### src/rtl/lsu.sv
// Load/store unit: takes one load or store request at a time from the
// pipeline, drives a registered request onto the data bus, waits for the
// grant and (for loads) the read return, then aligns and extends the load
// data and signals completion to writeback with a one-cycle pulse.
// A watchdog bounds the time spent waiting on the bus.
// Optional feature: define LSU_MISALIGN_TRAP_EN to report misaligned half and
// word accesses as errors instead of silently ignoring the low address bits.
module lsu #(
  parameter int MAX_WAIT = 255
) (
  input  logic        clk,
  input  logic        rst_n,
  input  logic        req_valid,
  input  logic        req_we,
  input  logic [1:0]  req_size,
  input  logic        req_unsigned,
  input  logic [31:0] req_addr,
  input  logic [31:0] req_wdata,
  output logic        req_ready,
  output logic        resp_valid,
  output logic [31:0] lsu_rdata,
  output logic        lsu_err,
  output logic        dmem_req,
  output logic        dmem_we,
  output logic [3:0]  dmem_be,
  output logic [31:0] dmem_addr,
  output logic [31:0] dmem_wdata,
  input  logic        dmem_gnt,
  input  logic        dmem_rvalid,
  input  logic [31:0] dmem_rdata
);

  typedef enum logic [1:0] {
    IDLE = 2'd0,
    ADDR = 2'd1,
    DATA = 2'd2,
    RESP = 2'd3
  } state_t;

  // Last counter value before the watchdog fires; the counter starts at 0 in
  // the first ADDR cycle, so this gives exactly MAX_WAIT bus-wait cycles.
  localparam logic [7:0] WAIT_LAST = 8'(MAX_WAIT - 1);

  state_t      state_q, state_d;
  logic [7:0]  wait_cnt;
  logic        timeout;
  logic        req_err;
  logic        misalign;
  logic        err_d;

  logic [1:0]  lane;
  logic [3:0]  be_d;
  logic [31:0] wdata_d;

  logic [1:0]  size_q;
  logic        unsigned_q;
  logic [1:0]  lane_q;
  logic [31:0] shifted;
  logic [31:0] load_data;

  assign req_ready  = (state_q == IDLE);
  assign resp_valid = (state_q == RESP);
  assign timeout    = (wait_cnt == WAIT_LAST);

`ifdef LSU_MISALIGN_TRAP_EN
  assign misalign = ((req_size == 2'b01) && req_addr[0]) ||
                    ((req_size == 2'b10) && (req_addr[1:0] != 2'b00));
`else
  assign misalign = 1'b0;
`endif

  assign req_err = (req_size == 2'b11) || misalign;

  // Request decode: effective byte lane, byte enables and replicated store data.
  always_comb begin
    // NOTE: every always_comb output gets a default first so no path leaves
    // it unassigned, which would otherwise infer a latch.
    lane    = 2'b00;
    be_d    = 4'b0000;
    wdata_d = req_wdata;
    case (req_size)
      2'b00: begin
        lane    = req_addr[1:0];
        be_d    = 4'b0001 << req_addr[1:0];
        wdata_d = {4{req_wdata[7:0]}};
      end
      2'b01: begin
        lane    = {req_addr[1], 1'b0};
        be_d    = 4'b0011 << {req_addr[1], 1'b0};
        wdata_d = {2{req_wdata[15:0]}};
      end
      2'b10: begin
        be_d    = 4'b1111;
        wdata_d = req_wdata;
      end
      default: begin
        be_d    = 4'b0000;
      end
    endcase
  end

  // Load alignment: move the addressed lane to bit 0, then extend.
  always_comb begin
    shifted   = dmem_rdata >> {lane_q, 3'b000};
    load_data = shifted;
    case (size_q)
      2'b00:   load_data = unsigned_q ? {24'b0, shifted[7:0]}
                                      : {{24{shifted[7]}}, shifted[7:0]};
      2'b01:   load_data = unsigned_q ? {16'b0, shifted[15:0]}
                                      : {{16{shifted[15]}}, shifted[15:0]};
      default: load_data = shifted;
    endcase
  end

  // Next-state logic; err_d marks entries into RESP that complete with an error.
  always_comb begin
    state_d = state_q;
    err_d   = 1'b0;
    case (state_q)
      IDLE: begin
        if (req_valid) begin
          if (req_err) begin
            state_d = RESP;
            err_d   = 1'b1;
          end else begin
            state_d = ADDR;
          end
        end
      end
      ADDR: begin
        if (timeout) begin
          state_d = RESP;
          err_d   = 1'b1;
        end else if (dmem_gnt) begin
          state_d = dmem_we ? RESP : DATA;
        end
      end
      DATA: begin
        if (timeout) begin
          state_d = RESP;
          err_d   = 1'b1;
        end else if (dmem_rvalid) begin
          state_d = RESP;
        end
      end
      RESP: begin
        state_d = IDLE;
      end
      default: begin
        state_d = IDLE;
      end
    endcase
  end

  // State register.
  always_ff @(posedge clk or negedge rst_n) begin
    // NOTE: sequential state uses non-blocking assignments so every register
    // samples pre-edge values regardless of statement order.
    if (!rst_n) begin
      state_q <= IDLE;
    end else begin
      state_q <= state_d;
    end
  end

  // Bus request registers, latched request fields, load result and watchdog.
  always_ff @(posedge clk or negedge rst_n) begin
    if (!rst_n) begin
      dmem_req   <= 1'b0;
      dmem_we    <= 1'b0;
      dmem_be    <= 4'b0000;
      dmem_addr  <= 32'h0;
      dmem_wdata <= 32'h0;
      size_q     <= 2'b00;
      unsigned_q <= 1'b0;
      lane_q     <= 2'b00;
      lsu_rdata  <= 32'h0;
      lsu_err    <= 1'b0;
      wait_cnt   <= 8'h0;
    end else begin
      lsu_err <= err_d;
      case (state_q)
        IDLE: begin
          if (req_valid) begin
            wait_cnt <= 8'h0;
            if (!req_err) begin
              dmem_req   <= 1'b1;
              dmem_we    <= req_we;
              dmem_be    <= be_d;
              dmem_addr  <= {req_addr[31:2], 2'b00};
              dmem_wdata <= wdata_d;
              size_q     <= req_size;
              unsigned_q <= req_unsigned;
              lane_q     <= lane;
            end
          end
        end
        ADDR: begin
          wait_cnt <= wait_cnt + 8'h1;
          if (timeout) begin
            dmem_req  <= 1'b0;
            lsu_rdata <= 32'h0;
          end else if (dmem_gnt) begin
            dmem_req <= 1'b0;
          end
        end
        DATA: begin
          wait_cnt <= wait_cnt + 8'h1;
          if (timeout) begin
            lsu_rdata <= 32'h0;
          end else if (dmem_rvalid) begin
            lsu_rdata <= load_data;
          end
        end
        default: begin
        end
      endcase
    end
  end

endmodule

### config.mk
export PLATFORM = sky130hd
export DESIGN_NAME = lsu
export DESIGN_NICKNAME = d
export VERILOG_FILES = /design/src/rtl/lsu.sv
export SDC_FILE = /design/constraint.sdc
export NUM_CORES = 1
export LEC_CHECK = 0
export ABC_AREA = 1
export CORE_UTILIZATION = 45
export DETAILED_ROUTE_END_ITERATION = 10
export HOLD_SLACK_MARGIN = 0.08
export PLACE_DENSITY = 0.91
export SETUP_SLACK_MARGIN = 0.4
export SYNTH_ARGS = -nofsm -noshare
export SYNTH_HDL_FRONTEND = slang
export SYNTH_SLANG_ARGS = --single-unit
### constraint.sdc
create_clock -name clk -period 2.4 [get_ports clk]
set_clock_uncertainty 0.2 [all_clocks]
set_input_delay 0.48 -clock clk [delete_from_list [all_inputs] [get_ports clk]]
set_output_delay 0.48 -clock clk [all_outputs]
set_load 0.05 [all_outputs]
==> out/metrics.csv, run 1 <==
stage;metric;value;unit
status;status;finished clean;
placed_design;placed_area;7940;um2
timing;final-hold-violation-count;0;
critical_path;worstPathCellList;dlygate4sd2_1;
die;core;12200;um2
detailed_routing;via_per_inst;5.15;
critical_path;crit_type;flop to output pin;
global_routing;grt_max_degree;61;
timing;hold_ws;0.267;ns
timing;max_slew.worst_pin.slew;0.548;ns
critical_path;crit_path_end_kind;output pin;
timing;rsz0062_at_grt;yes;
critical_path;worstReg2RegEnd;lsu_rdata[20];
clock_network;cts.path.max_buffers;2;
global_routing;grt_pass1_wl;27.3;mm
placed_design;place.detailed.hpwl;12.1;mm
die;initial_core_util;0.470;
worst_hold_path;hp-class;flop to flop;
synth;synth_edf_count;0;
die;die_height;115;um
clock_network;htree_levels;4;
cells_and_area;final_layout_size_suffix_gt1_frac;0.104;
critical_path;critPathRequiredTime;1.72;ns
detailed_routing;drc;0;
placed_design;port_buffers;207;
pwr;clockPowerShare;0.192;
detailed_routing;first_pass_iters;5;
synth;synth-main-ff-cell;dfrtp_1;
timing;setup_viol;0;
cells_and_area;area_growth;47.8;%
cells_and_area;diodes;0;
clock_network;cts_tree;built;
pwr;power_leakage;0.00427;uW
pwr;powerDensity;1490;nW/um2
pwr;power.internal;6170;uW
pwr;p_seq_frac;0.265;
global_routing;antenna_found_initial;0;
worst_hold_path;worstHoldPathCells;2;
critical_path;start_kind;flop;
worst_hold_path;hold-path-endpoint;dmem_addr[23];
critical_path;cp.buffers_inverters;1;
timing;fin_crit_sh;0.831;
timing;fin_tns_setup;0;ns
synth;synthArstFlopShare;1.00;
clock_network;cts_buffers;17;
worst_hold_path;hp-start;dmem_addr[23];
pwr;comb_power_share;0.543;
critical_path;critical_path.top_delay_family;buffers and inverters;
global_routing;grtUsageTotal;0.267;
synth;syn_inst;738;
synth;synth.avg_cell_area;7.79;um2
timing;fin_crit;1.99;ns
timing;clock.fmax;0.502;GHz
cells_and_area;fin_area;8490;um2
timing;max_slew_margin;0.636;
critical_path;r2r_slack;0.51;ns
clock_network;cts.sinks;116;
die;pin_count;210;
detailed_routing;ant_nets;0;
die;die-area;13200;um2
critical_path;r2r-start;state_q[1];
pwr;irDropWorstVdd;0.775;mV
detailed_routing;vias;5780;
synth;synth_warnings;0;
detailed_routing;routed_wl;17.5;mm
placed_design;gp_congestion;0.896;
critical_path;crit_fanout;1;
placed_design;dp_cells;1087;
cells_and_area;final_nets;1054;
critical_path;crit_path_max_incr_delay;0.56;ns
pwr;p_switching;6460;uW
die;row_count;40;
clock_network;cts.clk_slew.worst_paths;0.06;ns
critical_path;slowest_stage;dlygate4sd2_1;
synth;synth_seq_cells;116;
timing;slew_violations;0;
pwr;p_sw_frac;0.512;
critical_path;reg2reg_depth;8;
detailed_routing;drt_iter0_markers;562;
global_routing;gr-total-overflow;0;
synth;synth_area;5750;um2
critical_path;cp_data_arrival_time;1.31;ns
die;die_x;115;um
detailed_routing;avgRoutedWirePerCell;15.6;um
global_routing;grt_pass1_vias;5576;
cells_and_area;stdcell_count;1123;
clock_network;cts_root_buf;clkbuf_16;
synth;synth_seq_area_share;0.505;
clock_network;clock_latency;0.40;ns
synth;ys_types;38;
flow_run;maxCapViolCount;0;
[Yosys cell counts (3+ instances only)]
cell      instances  area, um2
buf_2            19       95.1
buf_4             7       52.6
o21ai_1          29        145
nor2_2            3       18.8
o21ai_0          44        220
inv_1            18       67.6
nor2_1           46        173
inv_2             5       18.8
dfrtp_1         116       2900
clkbuf_1          6       22.5
nand3_2           3       30.0
buf_6             6       67.6
nand3_1          38        190
ha_1              7       87.6
a21oi_1          29        145
nand2_1         330       1240
[metrics by stage]
step / setup slack, ns / utilization / power [uW]
2_1_floorplan: 0.418 / - / 8190
3_3_place_gp: 0.257 / 0.650 / 10300
3_5_place_dp: 0.143 / 0.650 / 10500
4_1_cts: 0.360 / 0.691 / 12500
5_1_grt: 0.372 / 0.695 / 13300
6_report: 0.406 / 0.695 / 12600
[power by group through the flow]
stage | sequential, uW | clock, uW | combinational, uW
final | 3350 | 2420 | 6860
after global routing | 3440 | 2550 | 7330
after CTS | 3320 | 2450 | 6750
after detailed placement | 3340 | 0 | 7170
after global placement | 3330 | 0 | 7020
after floorplan | 5820 | 0 | 2370
[layer usage]
metal | vias up | wire length, um | track usage
li1 | 2764 | - | -
met1 | 2686 | 7000 | 0.336
met2 | 290 | 8430 | 0.443
met3 | 40 | 1620 | 0.0743
met4 | 0 | 462 | 0.0961
met5 | - | 0 | 0
[placed cells by master, fill, tap and decap left out, types with 2 or more instances in the layout]
master	Yosys	final
nand2_1	330	330
dfrtp_1	116	115
clkdlybuf4s50_1	0	103
clkdlybuf4s15_1	0	55
nor2_1	46	46
o21ai_0	44	44
nand3_1	38	38
a21oi_1	29	29
o21ai_1	29	29
dlygate4sd2_1	0	28
clkbuf_16	0	18
inv_1	18	16
clkbuf_2	0	14
buf_4	7	12
inv_2	5	6
ha_1	7	6
clkinvlp_4	0	6
inv_6	0	5
buf_12	0	5
nor2_4	2	3
inv_4	2	3
nand3_2	3	3
clkdlybuf4s15_2	0	3
nand2_2	2	2
nor2_2	3	2
nor3b_1	2	2
nor3_1	2	2
nand2_4	2	2
nand3_4	2	2
a21o_1	2	2
a31oi_1	2	2
conb_1	1	2
clkinv_4	0	2
[area by class of cell]
class,count,area [um2]
clock inverter,15,148
timing repair buffer,224,2180
inverter,25,101
multi-input combinational,558,2520
clock buffer,17,425
sequential,116,2900
fill,998,3720
tap,168,210
[how the worst max path moves through the flow]
stage	startpoint	end	depth (start not counted)
CTS	dmem_wdata[12]	dmem_wdata[12]	1
floorplan	state_q[0]	dmem_be[0]	9
finish	lsu_err	lsu_err	1
detailed placement	req_valid	dmem_wdata[19]	6
global route	lsu_err	lsu_err	1
global placement	req_size[1]	dmem_wdata[26]	7
[state kept, by name, summed over array words and instances (netlist names), 2 cells and up]
register    cells
dmem_addr      30
dmem_be         4
state_q         2
dmem_wdata     32
lsu_rdata      32
size_q          2
lane_q          2
wait_cnt        8
[kinds of logic after synthesis]
family,count (synthesis),share of synthesized area
XOR/XNOR,1,0.00152
AO/OA/AOI/OAI,112,0.103
adder cells (fa/ha/maj),7,0.0152
AND/OR/NAND/NOR,436,0.315
other,1,0.000653
buffers and inverters,65,0.0599
flip-flops,116,0.505
[timing repair]
action	in CTS	in global routing
pin swaps	0	1
buffers inserted	0	2
setup endpoints to repair	101	102
hold buffers	1	0
hold endpoints to repair	36	0
resized for setup	123	76
cloned	0	1
Note: power is estimated with default switching activity, not from simulation.
==> run 2, diff against run 1 <==
CORE_UTILIZATION = 41   (was 45)
PLACE_DENSITY = 0.88   (was 0.91)
clock period = 1.8 ns   (was 2.4 ns; I/O delays follow)
==> out/metrics.csv, run 2 (synthesis gave the netlist of run 1 again) <==
stage;metric;value;unit;change
status;status;finished, violations left;;
status;failed_checks;design-rule violations, negative setup slack;;
pwr;power_leakage;0.00605;uW;+42%
timing;fin_crit;2.24;ns;
detailed_routing;ant_nets;0;;unchanged
global_routing;grtUsageTotal;0.412;;+0.145
pwr;powerDensity;2180;nW/um2;+47%
clock_network;htree_levels;4;;unchanged
timing;fin_crit_sh;1.24;;
clock_network;cts_tree;built;;
timing;final-hold-violation-count;0;;unchanged
critical_path;crit_path_end_kind;flop;;
worst_hold_path;hp-class;input pin to asynchronous set/reset pin;;
cells_and_area;reg.largest.list;dmem_wdata x32, lsu_rdata x32, dmem_addr x30;;
clock_network;clock_latency;0.46;ns;+0.06 ns
critical_path;r2r_slack;-0.39;ns;-0.90 ns
detailed_routing;drc;1;;+1
critical_path;r2r-start;state_q[1];;
flow_run;maxCapViolCount;0;;unchanged
die;die_x;120;um;+4.7%
placed_design;placed_area;9250;um2;+16%
pwr;irDropWorstVdd;1.70;mV;+120%
global_routing;grt_pass1_wl;43.9;mm;+61%
critical_path;reg2reg_depth;11;;+3
global_routing;antenna_found_initial;1;;+1
timing;max_slew.worst_pin.slew;0.606;ns;+0.0582 ns
placed_design;dp_slack;-0.256;ns;-0.400 ns
timing;max_slew_margin;0.596;;-0.0407
pwr;totalPowerFinal;27800;uW;+120%
timing;rsz0062_at_grt;yes;;
placed_design;place.detailed.hpwl;14.2;mm;+17%
critical_path;crit_fanout;13;;+12
die;pin_count;210;;unchanged
critical_path;start_kind;input pin;;
clock_network;cts_buffers;17;;unchanged
critical_path;critPathRequiredTime;1.98;ns;+0.26 ns
detailed_routing;vias;8817;;+53%
placed_design;port_buffers;207;;unchanged
die;core;13500;um2;+10%
placed_design;gp_congestion;0.914;;+1.9%
die;row_count;42;;+5.0%
cells_and_area;final_layout_size_suffix_gt1_frac;0.522;;+0.418
cells_and_area;final_nets;1238;;+17%
clock_network;cts.clk_slew.worst_paths;0.08;ns;+0.02 ns
critical_path;worstSetupEndpoint;dmem_wdata[30];;
global_routing;grt_max_degree;62;;+1.6%
detailed_routing;routed_wl;40.4;mm;+130%
detailed_routing;drt_iter0_markers;1825;;+220%
clock_network;cts.path.max_buffers;2;;unchanged
timing;setup_viol;117;;+117
die;die-area;14500;um2;+9.6%
global_routing;gr-total-overflow;0;;unchanged
cells_and_area;area_growth;121;%;
detailed_routing;avgRoutedWirePerCell;30.7;um;+97%
cells_and_area;mostFrequentLayoutCell;nand2_1;;
timing;slew_violations;0;;unchanged
die;initial_core_util;0.427;;-0.0434
timing;clock.fmax;0.447;GHz;
cells_and_area;fin_area;12700;um2;+50%
clock_network;cts_root_buf;clkbuf_16;;
critical_path;critPathLaunch;req_size[0];;
critical_path;worstReg2RegEnd;lsu_rdata[16];;
die;die_height;120;um;+4.7%
cells_and_area;final_cell_mix;nand2_1 (191), buf_4 (132), buf_12 (117);;
global_routing;grt_pass1_vias;7713;;+38%
detailed_routing;via_per_inst;6.70;;+30%
critical_path;cp_data_arrival_time;2.42;ns;+1.11 ns
detailed_routing;first_pass_iters;11;;+6
clock_network;cts.sinks;116;;unchanged
critical_path;crit_type;input pin to flop;;
timing;worst_slack;-0.439;ns;-0.846 ns
[run 2: through the flow]
stage | setup TNS (ns) | cells | hold slack (ns) | util
after global routing | -31.03 | 1316 | 0.155 | 0.945
final | -29.58 | 1316 | 0.145 | 0.945
after detailed placement | -8.03 | 1121 | 0.0470 | 0.687
after CTS | -0.871 | 1245 | 0.154 | 0.861
after floorplan | 0 | 739 | -0.136 | -
after global placement | -3.22 | 1121 | 0.0494 | 0.687
[run 2: worst max-delay path, cell delays in order]
cell and delay, ns:
clkdlybuf4s50_1 0.46, buf_4 0.23, nor2_2 0.51, nand2_1 0.26
nand2_1 0.23, a21oi_1 0.14, o21ai_4 0.22
[run 2: area by class of cell]
type                       count  area, um2
fill                         321        742
tap                          176        220
clock buffer                  18        439
timing repair inverter         1       3.75
clock inverter                14        131
antenna                        1       2.50
sequential                   116       2940
timing repair buffer         407       5360
multi-input combinational    558       3500
inverter                      25        114
[run 2: power by group]
part	switching (uW)	internal (uW)	total (uW)
combinational	10200	8700	18900
clock	1540	1950	3490
sequential	1580	3770	5350
[run 2: repair_timing]
action	CTS	global route
setup buffers	72	66
hold buffers	1	0
resized for setup	223	150
hold endpoints to repair	116	0
gates cloned	19	4
pin swaps	54	45
endpoints found under the setup margin	218	219
[run 2: worst min-delay path by stage]
stage,startpoint,end,slack [ns]
3_3_place_gp,rst_n,dmem_addr[31],0.05
6_report,rst_n,dmem_addr[31],0.14
3_5_place_dp,rst_n,dmem_addr[3],0.05
5_1_grt,rst_n,dmem_addr[31],0.16
4_1_cts,rst_n,dmem_addr[31],0.15
2_1_floorplan,rst_n,dmem_addr[10],-0.14
[run 2: per-layer routing]
layer	part of all wire	global-route usage
met1	0.29	0.418
met2	0.44	0.718
met3	0.13	0.110
met4	0.14	0.319
met5	0	0
==> run 3, diff against run 2 <==
CORE_UTILIZATION = 49   (was 41)
PLACE_DENSITY = 0.95   (was 0.88)
clock period = 2.9 ns   (was 1.8 ns; I/O delays follow)
==> out/metrics.csv, run 3 (synthesis gave the netlist of run 1 again) <==
stage;metric;value;unit;change
status;status;finished clean;;
critical_path;worstSetupEndpoint;dmem_wdata[13];;
clock_network;cts.clk_slew.worst_paths;0.06;ns;-0.02 ns
clock_network;cts.path.max_buffers;2;;unchanged
timing;clock.fmax;0.416;GHz;
placed_design;dp_slack;0.538;ns;+0.794 ns
clock_network;cts.sinks;116;;unchanged
placed_design;placed_area;7870;um2;-15%
detailed_routing;drt_iter0_markers;531;;-71%
timing;rsz0062_at_grt;no;;
critical_path;crit_path_max_incr_delay;0.84;ns;+0.33 ns
critical_path;critPathLaunch;dmem_wdata[13];;
critical_path;r2r_slack;0.76;ns;+1.15 ns
critical_path;slowest_stage;clkdlybuf4s50_1;;
placed_design;gp_congestion;0.913;;about the same
global_routing;gr-total-overflow;0;;unchanged
timing;setup_viol;0;;-100%
die;initial_core_util;0.503;;+0.0761
critical_path;reg2reg_depth;6;;-5
timing;worst_slack;0.494;ns;+0.933 ns
detailed_routing;routed_wl;17.7;mm;-56%
timing;max_slew.worst_pin.slew;0.594;ns;-0.0115 ns
die;die-area;12200;um2;-16%
critical_path;r2r-start;lane_q[1];;
timing;max_slew_margin;0.603;;+0.00689
timing;fin_crit;2.41;ns;
critical_path;worstReg2RegEnd;lsu_rdata[24];;
timing;fin_crit_sh;0.830;;
global_routing;grtUsageTotal;0.296;;-0.116
cells_and_area;mostFrequentLayoutCell;nand2_1;;
critical_path;critical_path.top_delay_family;buffers and inverters;;
die;core;11400;um2;-15%
pwr;power_leakage;0.00414;uW;-32%
critical_path;cp.buffers_inverters;1;;-1
clock_network;cts_buffers;17;;unchanged
detailed_routing;vias;5880;;-33%
cells_and_area;area_growth;48.3;%;
flow_run;maxCapViolCount;0;;unchanged
die;row_count;39;;-7.1%
critical_path;start_kind;flop;;
clock_network;cts_tree;built;;
die;die_x;110;um;-8.4%
detailed_routing;avgRoutedWirePerCell;16.2;um;-47%
placed_design;place.detailed.hpwl;12.2;mm;-14%
critical_path;crit_fanout;2;;-11
cells_and_area;final_layout_size_suffix_gt1_frac;0.0736;;-0.448
clock_network;post_cts_buffers;0;;-100%
timing;final-hold-violation-count;0;;unchanged
cells_and_area;multi_input_area;2500;um2;-28%
placed_design;port_buffers;207;;unchanged
cells_and_area;regArea;2900;um2;-1.2%
die;pin_count;210;;unchanged
global_routing;grt_max_degree;57;;-8.1%
die;die_height;110;um;-8.4%
detailed_routing;ant_nets;0;;unchanged
cells_and_area;final_nets;1050;;-15%
critical_path;cp_data_arrival_time;1.63;ns;-0.79 ns
global_routing;grt_pass1_vias;5681;;-26%
critical_path;critPathRequiredTime;2.12;ns;+0.14 ns
detailed_routing;drc;0;;-1
detailed_routing;via_per_inst;5.37;;-20%
timing;fin_tns_setup;0;ns;+29.58 ns
worst_hold_path;hp-class;flop to flop;;
pwr;irDropWorstVdd;0.922;mV;-46%
pwr;powerDensity;1290;nW/um2;-41%
cells_and_area;final_cell_mix;nand2_1 (330), clkdlybuf4s50_1 (204), dfrtp_1 (116);;
global_routing;antenna_found_initial;0;;-1
timing;slew_violations;0;;unchanged
cells_and_area;fin_area;8520;um2;-33%
critical_path;worst-path-stages;1;;-6
clock_network;htree_levels;4;;unchanged
critical_path;worstPathCellList;clkdlybuf4s50_1;;
global_routing;grt_pass1_wl;27.0;mm;-38%
cells_and_area;diodes;0;;-1
detailed_routing;first_pass_iters;5;;-6
cells_and_area;fill_cells;794;;+150%
clock_network;cts_root_buf;clkbuf_16;;
worst_hold_path;worstHoldPathCells;2;;
clock_network;clock_latency;0.41;ns;-0.05 ns
critical_path;crit_path_end_kind;output pin;;
critical_path;crit_type;flop to output pin;;
cells_and_area;reg.largest.list;dmem_wdata x32, lsu_rdata x32, dmem_addr x30;;
[run 3: cell count changes in the layout (fill, tap and decap cells not counted), moves of 17 or more]
| cell | before | now |
|---|---|---|
| buf_4 | 132 | 11 |
| dfrtp_2 | 29 | 0 |
| o21ai_2 | 28 | 1 |
| nand2_2 | 82 | 2 |
| buf_16 | 19 | 0 |
| clkdlybuf4s50_1 | 103 | 204 |
| nand2_1 | 191 | 330 |
| dfrtp_1 | 87 | 116 |
| o21ai_1 | 12 | 29 |
| nand2_4 | 60 | 2 |
| buf_12 | 117 | 2 |
| buf_6 | 27 | 0 |
[run 3: worst min path at each step]
stage,start,endpoint
finish,dmem_addr[6],dmem_addr[6]
detailed placement,dmem_addr[6],dmem_addr[6]
global route,dmem_be[0],dmem_be[0]
floorplan,rst_n,dmem_addr[10]
CTS,dmem_addr[28],dmem_addr[28]
global placement,dmem_addr[17],dmem_addr[17]
[run 3: power by group]
part	switching, uW	leakage (uW)	total (uW)	internal (uW)
combinational	4090	0.00234	5950	1860
sequential	459	0.00148	2770	2310
clock	750	0.000318	2300	1550
[run 3: layout make-up]
class,count,share of cell area
sequential,116,0.341
multi-input combinational,558,0.294
timing repair buffer,220,0.257
clock buffer,20,0.0524
clock inverter,12,0.0239
tap,143,0.0210
inverter,25,0.0116
[run 3: layer usage]
metal,track usage,up-vias,routed length (um)
met5,0,-,0
met4,0.122,0,579
met3,0.0923,59,1620
met2,0.505,352,8900
met1,0.343,2714,6600
li1,-,2755,-
[run 3: stage by stage]
stage          total power (uW)  utilization  hold WS, ns  std cells
2_1_floorplan              6770            -       0.0844        739
3_3_place_gp               8530        0.689        0.254       1061
3_5_place_dp               8660        0.689        0.258       1061
4_1_cts                   11000        0.747        0.275       1094
5_1_grt                   11600        0.746        0.298       1094
6_report                  11000        0.746        0.274       1094
[run 3: repair_timing]
item / in CTS / in global routing
resized for setup: 2 / 2
hold endpoints to repair: 40 / 0
setup endpoints to repair: 2 / 1
hold buffers: 1 / 0
pin swaps: 0 / 0
